==> config.mk <==
export PLATFORM = sky130hd
export DESIGN_NAME = arb_onehot_mux
export DESIGN_NICKNAME = d
export VERILOG_FILES = /design/src/rtl/arb_onehot_mux.sv
export SDC_FILE = /design/constraint.sdc
export NUM_CORES = 1
export LEC_CHECK = 0
export CORE_MARGIN = 10
export CORE_UTILIZATION = 39
export CTS_CLUSTER_DIAMETER = 150
export CTS_CLUSTER_SIZE = 25
export DETAILED_ROUTE_END_ITERATION = 10
export PLACE_DENSITY = 0.85
export SYNTH_ARGS = -nofsm -noshare
export SYNTH_HDL_FRONTEND = slang
export SYNTH_SLANG_ARGS = --single-unit
==> constraint.sdc <==
create_clock -name clk -period 2.2 [get_ports clk]
set_input_delay 0.44 -clock clk [delete_from_list [all_inputs] [get_ports clk]]
set_output_delay 0.44 -clock clk [all_outputs]
set_load 0.01 [all_outputs]
==> src/rtl/arb_onehot_mux.sv <==
// N-channel valid/ready arbiter that drives a registered one-hot AND-OR data mux.
// Define ARB_MUX_LOCK_EN to add in_last and hold the grant on one channel until its packet ends.
module arb_onehot_mux_lane #(
    parameter int W_INPUT = 32
) (
    input  logic               i_gnt,
    input  logic [W_INPUT-1:0] i_data,
    output logic [W_INPUT-1:0] o_term
);
    assign o_term = i_data & {W_INPUT{i_gnt}};
endmodule

module arb_onehot_mux #(
    parameter int N_INPUTS    = 2,
    parameter int W_INPUT     = 32,
    parameter int ROUND_ROBIN = 1
) (
    input  logic                          clk,
    input  logic                          rst_n,
    input  logic [N_INPUTS-1:0]           in_vld,
    output logic [N_INPUTS-1:0]           in_rdy,
    input  logic [N_INPUTS*W_INPUT-1:0]   in_data,
`ifdef ARB_MUX_LOCK_EN
    input  logic [N_INPUTS-1:0]           in_last,
`endif
    output logic                          out_vld,
    input  logic                          out_rdy,
    output logic [W_INPUT-1:0]            out_data,
    output logic [N_INPUTS-1:0]           out_src
);
    localparam logic [N_INPUTS-1:0] ONE = N_INPUTS'(1);

    logic                              r_vld;
    logic [W_INPUT-1:0]                r_data;
    logic [N_INPUTS-1:0]               r_src;
    logic                              w_load_en;
    logic                              w_xfer;
    logic                              w_adv;
    logic [N_INPUTS-1:0]               w_req;
    logic [N_INPUTS-1:0]               w_gnt;
    logic [N_INPUTS-1:0][W_INPUT-1:0]  w_terms;
    logic [W_INPUT-1:0]                w_mux;

    // Reset gates the accept path so no channel sees in_rdy while held in reset.
    assign w_load_en = rst_n & (~r_vld | out_rdy);
    assign w_xfer    = w_load_en & (|w_gnt);
    assign in_rdy    = w_gnt & {N_INPUTS{w_load_en}};

`ifdef ARB_MUX_LOCK_EN
    logic                r_lock;
    logic [N_INPUTS-1:0] r_lock_oh;

    // While locked only the owning channel may be granted, even if it goes idle.
    assign w_req = r_lock ? (in_vld & r_lock_oh) : in_vld;
    assign w_adv = w_xfer & (|(w_gnt & in_last));

    always_ff @(posedge clk or negedge rst_n) begin
        if (!rst_n) begin
            r_lock    <= 1'b0;
            r_lock_oh <= '0;
        end else if (w_xfer) begin
            r_lock    <= ~|(w_gnt & in_last);
            r_lock_oh <= w_gnt;
        end
    end
`else
    assign w_req = in_vld;
    assign w_adv = w_xfer;
`endif

    generate
        if (ROUND_ROBIN != 0 && N_INPUTS > 1) begin : g_rr
            logic [N_INPUTS-1:0] r_prio;
            logic [N_INPUTS-1:0] w_req_hi;
            logic [N_INPUTS-1:0] w_gnt_hi;
            logic [N_INPUTS-1:0] w_gnt_lo;

            // r_prio is one-hot; ~(r_prio-1) masks in every channel at or above it.
            assign w_req_hi = w_req & ~(r_prio - ONE);
            assign w_gnt_hi = w_req_hi & (~w_req_hi + ONE);
            assign w_gnt_lo = w_req & (~w_req + ONE);
            assign w_gnt    = (|w_req_hi) ? w_gnt_hi : w_gnt_lo;

            always_ff @(posedge clk or negedge rst_n) begin
                if (!rst_n)
                    r_prio <= ONE;
                else if (w_adv)
                    r_prio <= {w_gnt[N_INPUTS-2:0], w_gnt[N_INPUTS-1]};
            end
        end else begin : g_fixed
            assign w_gnt = w_req & (~w_req + ONE);
        end
    endgenerate

    genvar gi;
    generate
        for (gi = 0; gi < N_INPUTS; gi++) begin : g_lane
            arb_onehot_mux_lane #(.W_INPUT(W_INPUT)) u_lane (
                .i_gnt  (w_gnt[gi]),
                .i_data (in_data[gi*W_INPUT +: W_INPUT]),
                .o_term (w_terms[gi])
            );
        end
    endgenerate

    always_comb begin
        w_mux = '0;
        for (int i = 0; i < N_INPUTS; i++)
            w_mux = w_mux | w_terms[i];
    end

    // An empty load cycle clears valid but keeps the last beat's data/source visible.
    always_ff @(posedge clk or negedge rst_n) begin
        if (!rst_n) begin
            r_vld  <= 1'b0;
            r_data <= '0;
            r_src  <= '0;
        end else if (w_load_en) begin
            r_vld <= |w_gnt;
            if (|w_gnt) begin
                r_data <= w_mux;
                r_src  <= w_gnt;
            end
        end
    end

    assign out_vld  = r_vld;
    assign out_data = r_data;
    assign out_src  = r_src;
endmodule
## Yosys cells after proc, flatten, opt, wreduce, memory -nomap -nowiden

Cells that the tools add are included.

| cells by class | value |
|---|---|
| $add $sub $neg | 3 |
| muxes and demuxes | 1 |
| bitwise gates (word level) | 14 |
| reductions and logical operators | 3 |

Operators by type and width:

| operator | number |
|---|---|
| $and 32x32->32 | 2 |
| $or 32x32->32 | 1 |
| $and 2x2->2 | 4 |
| $not 2->2 | 3 |
| $add 2x1->2 const B | 2 |
| $reduce_or 2->1 | 2 |
| $and 1x1->1 | 2 |
| $mux 2 | 1 |
| $reduce_and 2->1 | 1 |
| $sub 2x1->2 const B | 1 |
| $not 1->1 | 1 |
| $or 1x1->1 | 1 |

| word-level totals | value |
|---|---|
| bits in registers | 37 |
| bits of input ports | 69 |
| output and inout port bits | 37 |
| word-level logic and storage cells | 25 |

## Logic depth before layout (Yosys ltp)

| depth | value |
|---|---|
| depth after elaboration | 9 |
| gate-level depth with buffers | 5 |
| mapped depth without buffers | 4 |

## Hierarchy

A second synthesis with hierarchy kept.

| second synthesis, totals | value |
|---|---|
| cells, all modules | 228 |
| area, all modules | 2170.8 µm² |

By module, submodules not included:

| module | times used | cells an instance | area an instance (µm²) | sequential area each (µm²) |
|---|---|---|---|---|
| arb_onehot_mux | 1 | 158 | 1660.3 | 902.1 |
| arb_onehot_mux_lane | 2 | 35 | 255.2 | 0.0 |

## Least setup slack after synthesis

OpenSTA, ideal clock, no wires.

| path | value |
|---|---|
| path kind | register to output |
| start point | register g_rr.r_prio[0] |
| end point | output port in_rdy[1] |
| data arrival time | 1.098 ns |
| required time | 1.760 ns |
| setup slack | 0.662 ns |
| cell stages (with the launch flop) | 5 |
| buffers on the path | 1 |
| path through | dfstp_2 -> nand2b_2 -> a21boi_4 -> buf_6 -> and2_1 |

| on the way | value |
|---|---|
| cells in the longest elaborated chain, start to end | 8 |
| elaborated cells on any way between the ends | 9 |
| those cells by class | add/sub: 2; mux: 1; bitwise: 5; reduce/logical: 1 |

Ends and longest elaborated chain:

| what | RTL line | source |
|---|---|---|
| start, declared | 73 | `logic [N_INPUTS-1:0] r_prio;` |
| start signal, assigned | 88 | `r_prio <= {w_gnt[N_INPUTS-2:0], w_gnt[N_INPUTS-1]};` |
| $sub 2x1->2 (*) | 79 | `assign w_req_hi = w_req & ~(r_prio - ONE);` |
| $not 2->2 (*) | 79 |  |
| $and 2x2->2 (*) | 79 |  |
| $not 2->2 | 80 | `assign w_gnt_hi = w_req_hi & (~w_req_hi + ONE);` |
| $add 2x1->2 | 80 |  |
| $and 2x2->2 | 80 |  |
| $mux 2 (*) | 82 | `assign w_gnt = (\|w_req_hi) ? w_gnt_hi : w_gnt_lo;` |
| $and 2x2->2 (*) | 47 | `assign in_rdy = w_gnt & {N_INPUTS{w_load_en}};` |
| end, declared | 21 | `output logic [N_INPUTS-1:0] in_rdy,` |

Mark *: on every way between the ends. The rest lies on a longest branch, timed or not.

## Worst setup path in the final report

| path | value |
|---|---|
| start point | input port in_vld[0] |
| end point | output port in_rdy[1] |

| on the way | value |
|---|---|
| cells in the longest elaborated chain, start to end | 6 |
| elaborated cells on any way between the ends | 10 |
| those cells by class | add/sub: 2; mux: 1; bitwise: 6; reduce/logical: 1 |

Ends and longest elaborated chain:

| what | RTL line | source |
|---|---|---|
| start, declared | 20 | `input logic [N_INPUTS-1:0] in_vld,` |
| $and 2x2->2 | 79 |  |
| $not 2->2 | 80 |  |
| $add 2x1->2 | 80 |  |
| $and 2x2->2 | 80 |  |
| $mux 2 (*) | 82 |  |
| $and 2x2->2 (*) | 47 |  |

Marks and branches as above.

==> flow_summary.yaml <==
run_status:
  run_status: "finished, final reports clean"
clocking:
  htreeDepth: 2
  cts_tree: "built"
  cts.sinks: 36
  cts_made_buffers: 5
  cts_buffer_depth: 2
  cts_root_buf: "clkbuf_8"
  cts_hold_buf: 0
  clk_latency_ns: 0.28
  post-cts-setup-buffers: 0
  clk_pin_slew_ns: 0.07
  post_cts_resized: 3
critical_path:
  cp-start-kind: "input port"
  critical_path.top_delay_family: "buffers and inverters"
  slowest_delay_ns: 0.43
  crit_start: "in_vld[0]"
  critPathBufInv: 3
  crit_slowest_cell: "clkdlybuf4s50_1"
  path_cells: "clkdlybuf4s50_1 -> buf_4 -> a21boi_4 -> and2_1 -> dlygate4sd2_1"
  cp_data_arrival_time_ns: 1.55
  crit_path_max_fanout: 2
  r2r-start: "g_rr.r_prio[0]$_DFFE_PN1P_"
  critPathKind: "input port to primary output"
  cp.required_ns: 1.76
  crit_path_end_kind: "primary output"
timing:
  relSlewSlack_pct: 70.2
  final.setup.worst_slack_ns: 0.212
  fin_setup_tns_ns: 0
  fmax_mhz: 503
  hold_viol: 0
  setup_violations: 0
  tightest_slew_ns: 0.447
  rsz0062_at_grt: "false"
  fin_crit_sh_pct: 90.4
  drv_slew: 0
  final.min_clock_period_ns: 1.99
  holdWs_ns: 0.244
  fin_skew_ns: 0.00536
grt:
  grt_use_met3_pct: 5.58
  use_met1_pct: 15.5
  grt_max_degree: 38
  antenna_found_initial: 0
  grt_pass1_vias: 1774
  grt_overflow: 0
  busiest_layer: "met2"
  grt_util_met2_pct: 27.6
  grt_pass1_wl_um: 8950
  grtUsageTotal_pct: 14.9
synthesis:
  postSynthAreaPerCell_um2: 12.6
  synthCells: 133
  ys_ff_latch: 36
  syn_nets: 202
  synthFlopType: "dfrtp_1"
  yosys_warnings: 0
  synthesis.area_mm2: 0.00168
  ys_types: 23
  synth_edf_count: 0
  ys_seq_area_share_pct: 53.7
  async_reset_ff_share_pct: 100
floorplan:
  die_area_mm2: 0.00733
  start_util_pct: 41.1
  fp.dieH_um: 85.6
  ioPinCount: 106
  dieWidth_um: 85.6
  core_area_mm2: 0.00409
  rows: 23
placed_design:
  dp_slack_ns: -0.123
  dpl_cell_area_mm2: 0.00279
  portBuffers: 105
  gp_congestion: 0.826
  dpl.hpwl_um: 4470
  dp.cells: 287
drt:
  firstDrtPassIters: 4
  dr_total_vias: 1578
  post_drt_wl_per_cell_um: 19.2
  drtIter0Drc: 65
  vias_per_cell: 5.35
  drc: 0
  drt-total-wl_um: 5680
  antenna_left: 0
layout:
  diodes: 0
  drive_gt1_share_pct: 12.7
  layout_common_cells: "clkdlybuf4s50_1, dfrtp_1, o2bb2ai_1, a22oi_1, buf_4"
  final_cell_area_mm2: 0.00288
  layout.nets: 313
  area_growth_pct: 71.4
  instances_no_fill: 295
  final_common_cell: "clkdlybuf4s50_1"
  fillers: 319
run:
  maxCapViolCount: 0
power:
  powerDensity_mw_per_mm2: 880
  vdd_ir_drop_max_uv: 486
  cellLeakagePower_uw: 0.00115
min_path:
  hold_class: "input port to async pin"
stage by stage:
step | total power (µW) | util (%)
2_1_floorplan | 1480 | -
3_3_place_gp | 2070 | 68.3
3_5_place_dp | 2090 | 68.3
4_1_cts | 2560 | 70.4
5_1_grt | 2680 | 70.4
6_report | 2530 | 70.4
final timing paths:
| check | end | slack, ns | depth (start not counted) |
|---|---|---|---|
| min in group clk | out_data[20]$_DFFE_PN0P_ | 0.49 | 1 |
| worst min-delay path | out_data[12]$_DFFE_PN0P_ | 0.24 | 2 |
| worst max register to register | out_data[27]$_DFFE_PN0P_ | 0.63 | 5 |
| max in group asynchronous | g_rr.r_prio[0]$_DFFE_PN1P_ | 1.62 | 2 |
| worst min register to register | out_data[20]$_DFFE_PN0P_ | 0.49 | 1 |
| worst max-delay path | in_rdy[1] | 0.21 | 5 |
worst register-to-register path: cells and delay by family, from the launching register on:
family / cells / cell delay [ns]
AOI/OAI and AO/OA: 3 / 0.49
buffers and inverters: 2 / 0.44
DFF: 1 / 0.55
kinds of logic (layout without fill, tap and decap cells):
kind of cell | Yosys count | after routing | synth area share [%]
buffers and inverters | 16 | 128 | 6.26
flip-flops | 36 | 36 | 53.7
AO/OA/AOI/OAI | 74 | 74 | 37.9
AND/OR/NAND/NOR | 7 | 7 | 2.16
area by class of cell:
class / count / area, µm² / area share (%)
repair buffers: 117 / 1130 / 39.3
flip-flops and latches: 36 / 902 / 31.3
multi-input cells: 81 / 679 / 23.6
clock buffers: 8 / 90.1 / 3.13
well taps: 50 / 62.6 / 2.17
inverters: 3 / 11.3 / 0.391
synthesized netlist by cell type, types with 2 or more instances:
library cell | number | area share (%)
dfrtp_1 | 35 | 52
o2bb2ai_1 | 32 | 17
a22oi_1 | 27 | 12
a22oi_2 | 5 | 3.7
buf_6 | 4 | 2.7
buf_2 | 3 | 0.89
buf_4 | 3 | 1.3
clkbuf_1 | 3 | 0.67
nand2_1 | 3 | 0.67
and2_1 | 2 | 0.75
inv_1 | 2 | 0.45
o21ai_0 | 2 | 0.60
o21ai_1 | 2 | 0.60
registers in the layout, indices dropped and copies added, names as in the netlist:
name	cells
g_rr.r_prio	1
out_data	32
out_src	2
out_vld	1
layer usage:
layer,vias to the layer above,share of wire [%]
met1,778,38
met2,40,55
met5,-,0
li1,758,-
met4,0,0.28
met3,2,6.0
report_power, final:
part           internal (µW)  leakage (µW)  total (µW)  switching [µW]
Sequential               857      0.000444         983             127
Combinational            624      0.000656        1080             458
Clock                    255     0.0000455         467             212
Total                   1740       0.00115        2530             796
Power figures use the tool's default switching activity.
